## config.mk

```make
export PLATFORM = sky130hd
export DESIGN_NAME = reg_bank_arbiter_flat
export DESIGN_NICKNAME = d
export VERILOG_FILES = /design/src/rtl/reg_bank_arbiter_if.sv /design/src/rtl/reg_bank_arbiter.sv /design/src/flat_wrapper.sv
export SDC_FILE = /design/constraint.sdc
export NUM_CORES = 1
export LEC_CHECK = 0
export BUFFER_PORTS_ARGS = -buffer_cell sky130_fd_sc_hd__clkbuf_2
export CAP_MARGIN = 20
export CORE_AREA = 2 2 215 217
export CTS_BUF_LIST = sky130_fd_sc_hd__clkbuf_8
export CTS_CLUSTER_SIZE = 16
export DETAILED_ROUTE_END_ITERATION = 8
export DIE_AREA = 0 0 217 219
export PLACE_DENSITY = 0.8
export SETUP_SLACK_MARGIN = 0.5
export SYNTH_ARGS = -nofsm -noshare
export SYNTH_HDL_FRONTEND = slang
export SYNTH_SLANG_ARGS = --single-unit
export TNS_END_PERCENT = 100
```

## constraint.sdc

```tcl
create_clock -name clk -period 5.4 [get_ports clk]
set_input_delay 0.81 -clock clk [delete_from_list [all_inputs] [get_ports clk]]
set_output_delay 0.81 -clock clk [all_outputs]
set_load 0.01 [all_outputs]
```

## src/rtl/reg_bank_arbiter_if.sv

```systemverilog
// Single-word register access channel between one requester and the register-bank arbiter.
// The requester drives req/we/addr/be/wdata and receives a one-cycle ack with rdata.
interface reg_bank_arbiter_if #(
  parameter int WIDTH = 32,
  parameter int AW    = 4
);
  logic               req;
  logic               we;
  logic [AW-1:0]      addr;
  logic [WIDTH/8-1:0] be;
  logic [WIDTH-1:0]   wdata;
  logic               ack;
  logic [WIDTH-1:0]   rdata;

  modport master (output req, we, addr, be, wdata, input ack, rdata);
  modport slave  (input req, we, addr, be, wdata, output ack, rdata);
endinterface

```

## src/rtl/reg_bank_arbiter.sv

```systemverilog
// Shared SD-host register bank: round-robin arbitration between the CPU and core ports,
// one access at a time through IDLE -> ACCESS -> RESP, each completed by a one-cycle ack.
module reg_bank_arbiter #(
  parameter int WIDTH = 32,
  parameter int NREG  = 16,
  parameter int AW    = 4
) (
  input  logic                clk,
  input  logic                reset,
  reg_bank_arbiter_if.slave   cpu,
  reg_bank_arbiter_if.slave   core,
  output logic                busy
);

  localparam int NBYTE = WIDTH / 8;

  typedef enum logic [1:0] {IDLE, ACCESS, RESP} state_t;

  state_t           state;
  logic             grant_core;
  logic             last_grant_core;
  logic             we_q;
  logic [AW-1:0]    addr_q;
  logic [NBYTE-1:0] be_q;
  logic [WIDTH-1:0] wdata_q;
  logic [WIDTH-1:0] regs [NREG];
  logic             pick_core;

  // On a tie the port that did not win last time is picked.
  always_comb begin
    pick_core = core.req && (!cpu.req || !last_grant_core);
  end

  // NOTE: all state here is sequential, so every assignment is non-blocking to avoid
  // read/write races between the arbiter fields and the register array.
  always_ff @(posedge clk) begin
    if (!reset) begin
      state           <= IDLE;
      busy            <= 1'b0;
      cpu.ack         <= 1'b0;
      core.ack        <= 1'b0;
      cpu.rdata       <= '0;
      core.rdata      <= '0;
      last_grant_core <= 1'b1;
      grant_core      <= 1'b0;
      we_q            <= 1'b0;
      addr_q          <= '0;
      be_q            <= '0;
      wdata_q         <= '0;
      // NOTE: the bank is architecturally zero after reset, so it is built from
      // resettable flops rather than a RAM macro; reset also blocks an in-flight write.
      for (int i = 0; i < NREG; i++) begin
        regs[i] <= '0;
      end
    end else begin
      case (state)
        IDLE: begin
          if (cpu.req || core.req) begin
            grant_core      <= pick_core;
            last_grant_core <= pick_core;
            if (pick_core) begin
              we_q    <= core.we;
              addr_q  <= core.addr;
              be_q    <= core.be;
              wdata_q <= core.wdata;
            end else begin
              we_q    <= cpu.we;
              addr_q  <= cpu.addr;
              be_q    <= cpu.be;
              wdata_q <= cpu.wdata;
            end
            busy  <= 1'b1;
            state <= ACCESS;
          end
        end
        ACCESS: begin
          if (we_q) begin
            for (int b = 0; b < NBYTE; b++) begin
              if (be_q[b]) begin
                regs[addr_q][b*8 +: 8] <= wdata_q[b*8 +: 8];
              end
            end
          end else if (grant_core) begin
            core.rdata <= regs[addr_q];
          end else begin
            cpu.rdata <= regs[addr_q];
          end
          cpu.ack  <= !grant_core;
          core.ack <= grant_core;
          state    <= RESP;
        end
        RESP: begin
          cpu.ack  <= 1'b0;
          core.ack <= 1'b0;
          busy     <= 1'b0;
          state    <= IDLE;
        end
        default: begin
          cpu.ack  <= 1'b0;
          core.ack <= 1'b0;
          busy     <= 1'b0;
          state    <= IDLE;
        end
      endcase
    end
  end

endmodule

```

## src/flat_wrapper.sv

```systemverilog
// flat-port wrapper written by rule: the top's interface ports become plain ports
module reg_bank_arbiter_flat 
#(
  parameter int WIDTH = 32,
  parameter int NREG  = 16,
  parameter int AW    = 4
)
  (clk, reset, busy, cpu_req, cpu_we, cpu_addr, cpu_be, cpu_wdata, cpu_ack, cpu_rdata, core_req, core_we, core_addr, core_be, core_wdata, core_ack, core_rdata);
  reg_bank_arbiter_if #(.WIDTH(WIDTH), .AW(AW)) cpu_i ();
  reg_bank_arbiter_if #(.WIDTH(WIDTH), .AW(AW)) core_i ();
  input  logic clk;
  input  logic reset;
  output logic busy;
  input wire logic [$bits(cpu_i.req)-1:0] cpu_req;
  input wire logic [$bits(cpu_i.we)-1:0] cpu_we;
  input wire logic [$bits(cpu_i.addr)-1:0] cpu_addr;
  input wire logic [$bits(cpu_i.be)-1:0] cpu_be;
  input wire logic [$bits(cpu_i.wdata)-1:0] cpu_wdata;
  output wire logic [$bits(cpu_i.ack)-1:0] cpu_ack;
  output wire logic [$bits(cpu_i.rdata)-1:0] cpu_rdata;
  input wire logic [$bits(core_i.req)-1:0] core_req;
  input wire logic [$bits(core_i.we)-1:0] core_we;
  input wire logic [$bits(core_i.addr)-1:0] core_addr;
  input wire logic [$bits(core_i.be)-1:0] core_be;
  input wire logic [$bits(core_i.wdata)-1:0] core_wdata;
  output wire logic [$bits(core_i.ack)-1:0] core_ack;
  output wire logic [$bits(core_i.rdata)-1:0] core_rdata;
  assign cpu_i.req = cpu_req;
  assign cpu_i.we = cpu_we;
  assign cpu_i.addr = cpu_addr;
  assign cpu_i.be = cpu_be;
  assign cpu_i.wdata = cpu_wdata;
  assign cpu_ack = cpu_i.ack;
  assign cpu_rdata = cpu_i.rdata;
  assign core_i.req = core_req;
  assign core_i.we = core_we;
  assign core_i.addr = core_addr;
  assign core_i.be = core_be;
  assign core_i.wdata = core_wdata;
  assign core_ack = core_i.ack;
  assign core_rdata = core_i.rdata;
  reg_bank_arbiter #(.WIDTH(WIDTH), .NREG(NREG), .AW(AW)) u_core (.clk(clk), .reset(reset), .cpu(cpu_i), .core(core_i), .busy(busy));
endmodule
```

### After elaboration in Yosys (flattened, before gate mapping)

Memory sizes are Yosys's and may differ from the RTL's. A register that Yosys moved wholly into a read port is not among the register bits.
Cells that the tools add are included.

| word-level totals | value |
|---|---|
| flip-flop bits (word level) | 112 |
| bits in writable memories | 512 |
| input bits | 86 |
| output and inout bits | 67 |
| logic and storage cells | 66 |
| memories kept | 1 |

| cells by class | value |
|---|---|
| equality and inequality tests | 2 |
| mux-type cells | 36 |
| bitwise operators | 3 |
| reduce and logical (&&, ||, !) cells | 12 |

Memory list:

| name | depth | width | read ports | clocked after memory_dff | wr ports | RTL line | text |
|---|---|---|---|---|---|---|---|
| u_core.regs | 16 | 32 | 1 | 1 | 16 | reg_bank_arbiter.sv:26 | `logic [WIDTH-1:0] regs [NREG];` |

Operators with widths:

| kind | number |
|---|---|
| 32-bit 2-to-1 mux | 2 |
| 32-bit OR reduction | 1 |
| 4-bit 2-to-1 mux | 6 |
| 1-bit 2-to-1 mux | 23 |
| 1-bit case mux with 2 select lines | 3 |
| 3-bit AND reduction | 2 |
| 2-bit case mux with 2 select lines | 1 |
| 2-bit AND reduction | 2 |
| 1-bit zero test | 3 |
| 1-bit inverter | 3 |
| 2-bit by 1-bit == test with 1-bit output (second input constant) | 1 |
| 2-bit zero test | 1 |
| 1-bit logical OR | 2 |
| 2-bit 2-to-1 mux | 1 |
| 2-bit by 1-bit inequality test with 1-bit output (second input constant) | 1 |
| 1-bit logical AND | 1 |

### Longest topological paths before layout

| depth | value |
|---|---|
| depth after elaboration | 7 |
| depth in mapped cells | 7 |

### Worst setup path after synthesis

Ideal clock, no wire load.

| timing | value |
|---|---|
| path type | input to register |
| start | input reset |
| end | memory u_core.regs[11][16] (enable) |
| library setup time | 0.384 ns |
| arrival time | 2.127 ns |
| slack | 2.889 ns |
| stages on the path | 5 |
| path through | buf_4 and4b_1 nand2_1 clkbuf_1 o21ai_0 |

RTL lines:

| element | RTL line | text |
|---|---|---|
| from (decl) | flat_wrapper.sv:12 | `input logic reset;` |
| to (decl) | reg_bank_arbiter.sv:26 |  |

==> flow_summary.yaml <==
hold_path:
  hold_depth: 1
  hp-start: "u_core.cpu.rdata[18]$_SDFFE_PN0P_"
  min_path_type: "flop to flop"
  holdPathEnd: "u_core.cpu.rdata[18]$_SDFFE_PN0P_"
setup_path:
  critPathBufInv: 1
  crit_path_start: "reset"
  cp_max_fo: 44
  reg2reg_to: "u_core.regs[14][26]$_SDFFCE_PN0P_"
  crit_family: "compound AO/OA/AOI/OAI gates"
  endpoint_kind: "flop"
  reg2reg_from: "u_core.state[0]$_SDFFE_PN0P_"
  worst-r2r-setup-slack_ns: 2.31
  worstPathRequired_ns: 5.66
  cp_slowest_cell: "o21ai_0"
  worstPathCellList: "buf_4, and4b_1, nand2_1, o21ai_0"
  cp-start-kind: "input port"
  cpPeakStageDelay_ns: 1.12
  crit_arrival_ns: 3.49
  r2r_cells: 3
  path_class: "input port to flop"
yosys:
  synth_seq_area_share: 0.636
  synthFlopType: "edfxtp_1"
  synth_edf_count: 512
  syn_nets: 1978
  ys_warn_count: 0
  synth-seq-cells: 628
  yosysUniqueCellTypes: 36
  syn_inst: 1892
  syn_avg_cell_area_um2: 14.7
  syn_area_um2: 27800
  synth-async-reset-ratio: 0
floorplan:
  core_area_um2: 45100
  start_util: 0.617
  fp.dieArea_um2: 47500
  die_h_um: 219
  die_w_um: 217
  ios: 153
  rows: 78
detailed_routing:
  wl_per_cell_um: 25.0
  via_count: 17000
  ant_nets: 0
  drtPass1Iterations: 6
  drc_errors: 0
  vias_per_cell: 6.20
  drtIter0Drc: 2035
  wl_um: 68400
place:
  dp_hpwl_um: 44700
  place_ws_ns: 1.41
  gp_congestion: 0.877
  placed_cell_area_um2: 28800
  port-buffer-count: 152
sta:
  fin_crit_sh: 0.598
  rsz0062_at_grt: "false"
  finalSetupViolCount: 0
  skew_ns: 0.0299
  min_period_ns: 3.23
  max_freq_mhz: 310
  timing.setup.tns_ns: 0
  maxSlewViolCount: 0
  finalHoldViolations: 0
  worst_pin_slew_ns: 1.13
  finalWorstSetupSlack_ns: 2.17
  slew_headroom: 0.242
layout:
  final_common_cell: "and2_1"
  final_cell_mix: "and2_1 (513), edfxtp_1 (512), clkbuf_2 (158)"
  syn2layout_area_growth_pct: 11.1
  design_area_um2: 30900
  drive_gt1_frac: 0.208
  fin_nets: 2143
  utilization: 0.686
  n_antenna_cell: 0
cts:
  h-tree-depth: 3
  post_cts_buffers: 0
  cts_root_buffer: "clkbuf_8"
  cts_buffer_depth: 3
  clkSinkCount: 628
  cts_resized: 0
  clk_pin_slew_ns: 0.06
  cts-hold-fix-buffers: 0
  numCtsBuffers: 96
  clock_latency_ns: 0.66
  cts_tree: "built"
grt:
  grt_remaining_overflow: 0
  grt_first_pass_wirelength_um: 101000
  antenna_found_initial: 0
  grt_max_degree: 84
  grt_pass1_vias: 16600
  grt_use_total: 0.291
power_and_ir_drop:
  power.leakage_nw: 12.4
  peakVddDrop_mv: 0.170
  p_per_area_nw_per_um2: 336
outcome:
  status: "finished clean"
run:
  maxCapViolCount: 0
## cells in the mapped netlist (all sizes together) (2+ instances only)
cell,n,area (um2)
a21oi,2,10.0
o211a,41,410
edfxtp,512,15400
a21o,64,480
nand3,7,35.0
nand4,2,12.5
clkbuf,70,264
nand2b,3,18.8
nor2,69,259
a21boi,3,22.5
buf,56,384
mux2i,105,1050
and2,513,3210
o22ai,64,400
dfxtp,116,2320
mux4,128,2920
nand2,56,210
o21ai,66,330
nor2b,5,31.3
## worst max-delay path by stage
stage | to | slack (ns) | depth (start not counted)
final | u_core.regs[14][26]$_SDFFCE_PN0P_ | 2.17 | 4
after floorplan | u_core.regs[11][16]$_SDFFCE_PN0P_ | 2.89 | 5
after CTS | u_core.regs[7][0]$_SDFFCE_PN0P_ | 2.12 | 4
after global placement | u_core.regs[4][6]$_SDFFCE_PN0P_ | 1.55 | 4
after global routing | u_core.regs[4][29]$_SDFFCE_PN0P_ | 1.99 | 4
after detailed placement | u_core.regs[7][7]$_SDFFCE_PN0P_ | 1.41 | 4
## stage by stage
stage               instances  hold slack (ns)  total power, mW
global route             2740            0.476             10.7
global placement         2531            0.437             6.69
CTS                      2712            0.456             10.4
finish                   2740            0.453             10.4
floorplan                1892            0.455             6.32
detailed placement       2531            0.442             6.72
## power breakdown
part	total [mW]	leakage (nW)	internal, mW	switching [mW]
clock network	3.74	1.14	1.94	1.80
logic	0.898	5.06	0.407	0.491
registers	5.74	6.23	5.42	0.324
## cell families (layout without fill, tap and decap cells)
| kind of cell | Yosys count | after routing | share of synthesized area |
|---|---|---|---|
| buffers and inverters | 126 | 374 | 0.0233 |
| AOI/OAI and AO/OA | 243 | 243 | 0.0603 |
| DFF | 628 | 628 | 0.636 |
| and+or+nand+nor | 662 | 662 | 0.138 |
| muxes | 233 | 233 | 0.143 |
## sequential cells by signal, indices dropped and copies added (netlist names), named ones only
signal / count
u_core.cpu.ack: 1
u_core.regs: 512
u_core.state: 2
u_core.last_grant_core: 1
u_core.busy: 1
u_core.core.ack: 1
u_core.cpu.rdata: 32
u_core.addr_q: 4
u_core.grant_core: 1
u_core.core.rdata: 32
u_core.be_q: 4
u_core.wdata_q: 32
u_core.we_q: 1
## layout make-up
| class | count | area (um2) |
|---|---|---|
| clock buffer | 116 | 1600 |
| tap | 600 | 751 |
| timing repair buffer | 193 | 1090 |
| multi-input combinational | 1138 | 9510 |
| sequential | 628 | 17700 |
| fill | 3031 | 14200 |
| clock inverter | 65 | 265 |
## per-layer routing
metal,GRT usage,up-vias,part of all wire
li1,-,7408,-
met1,0.394,8390,0.38
met2,0.477,1053,0.49
met3,0.0564,144,0.11
met4,0.0979,0,0.027
met5,0,-,0
No activity file was read; power rests on OpenSTA's default activity.
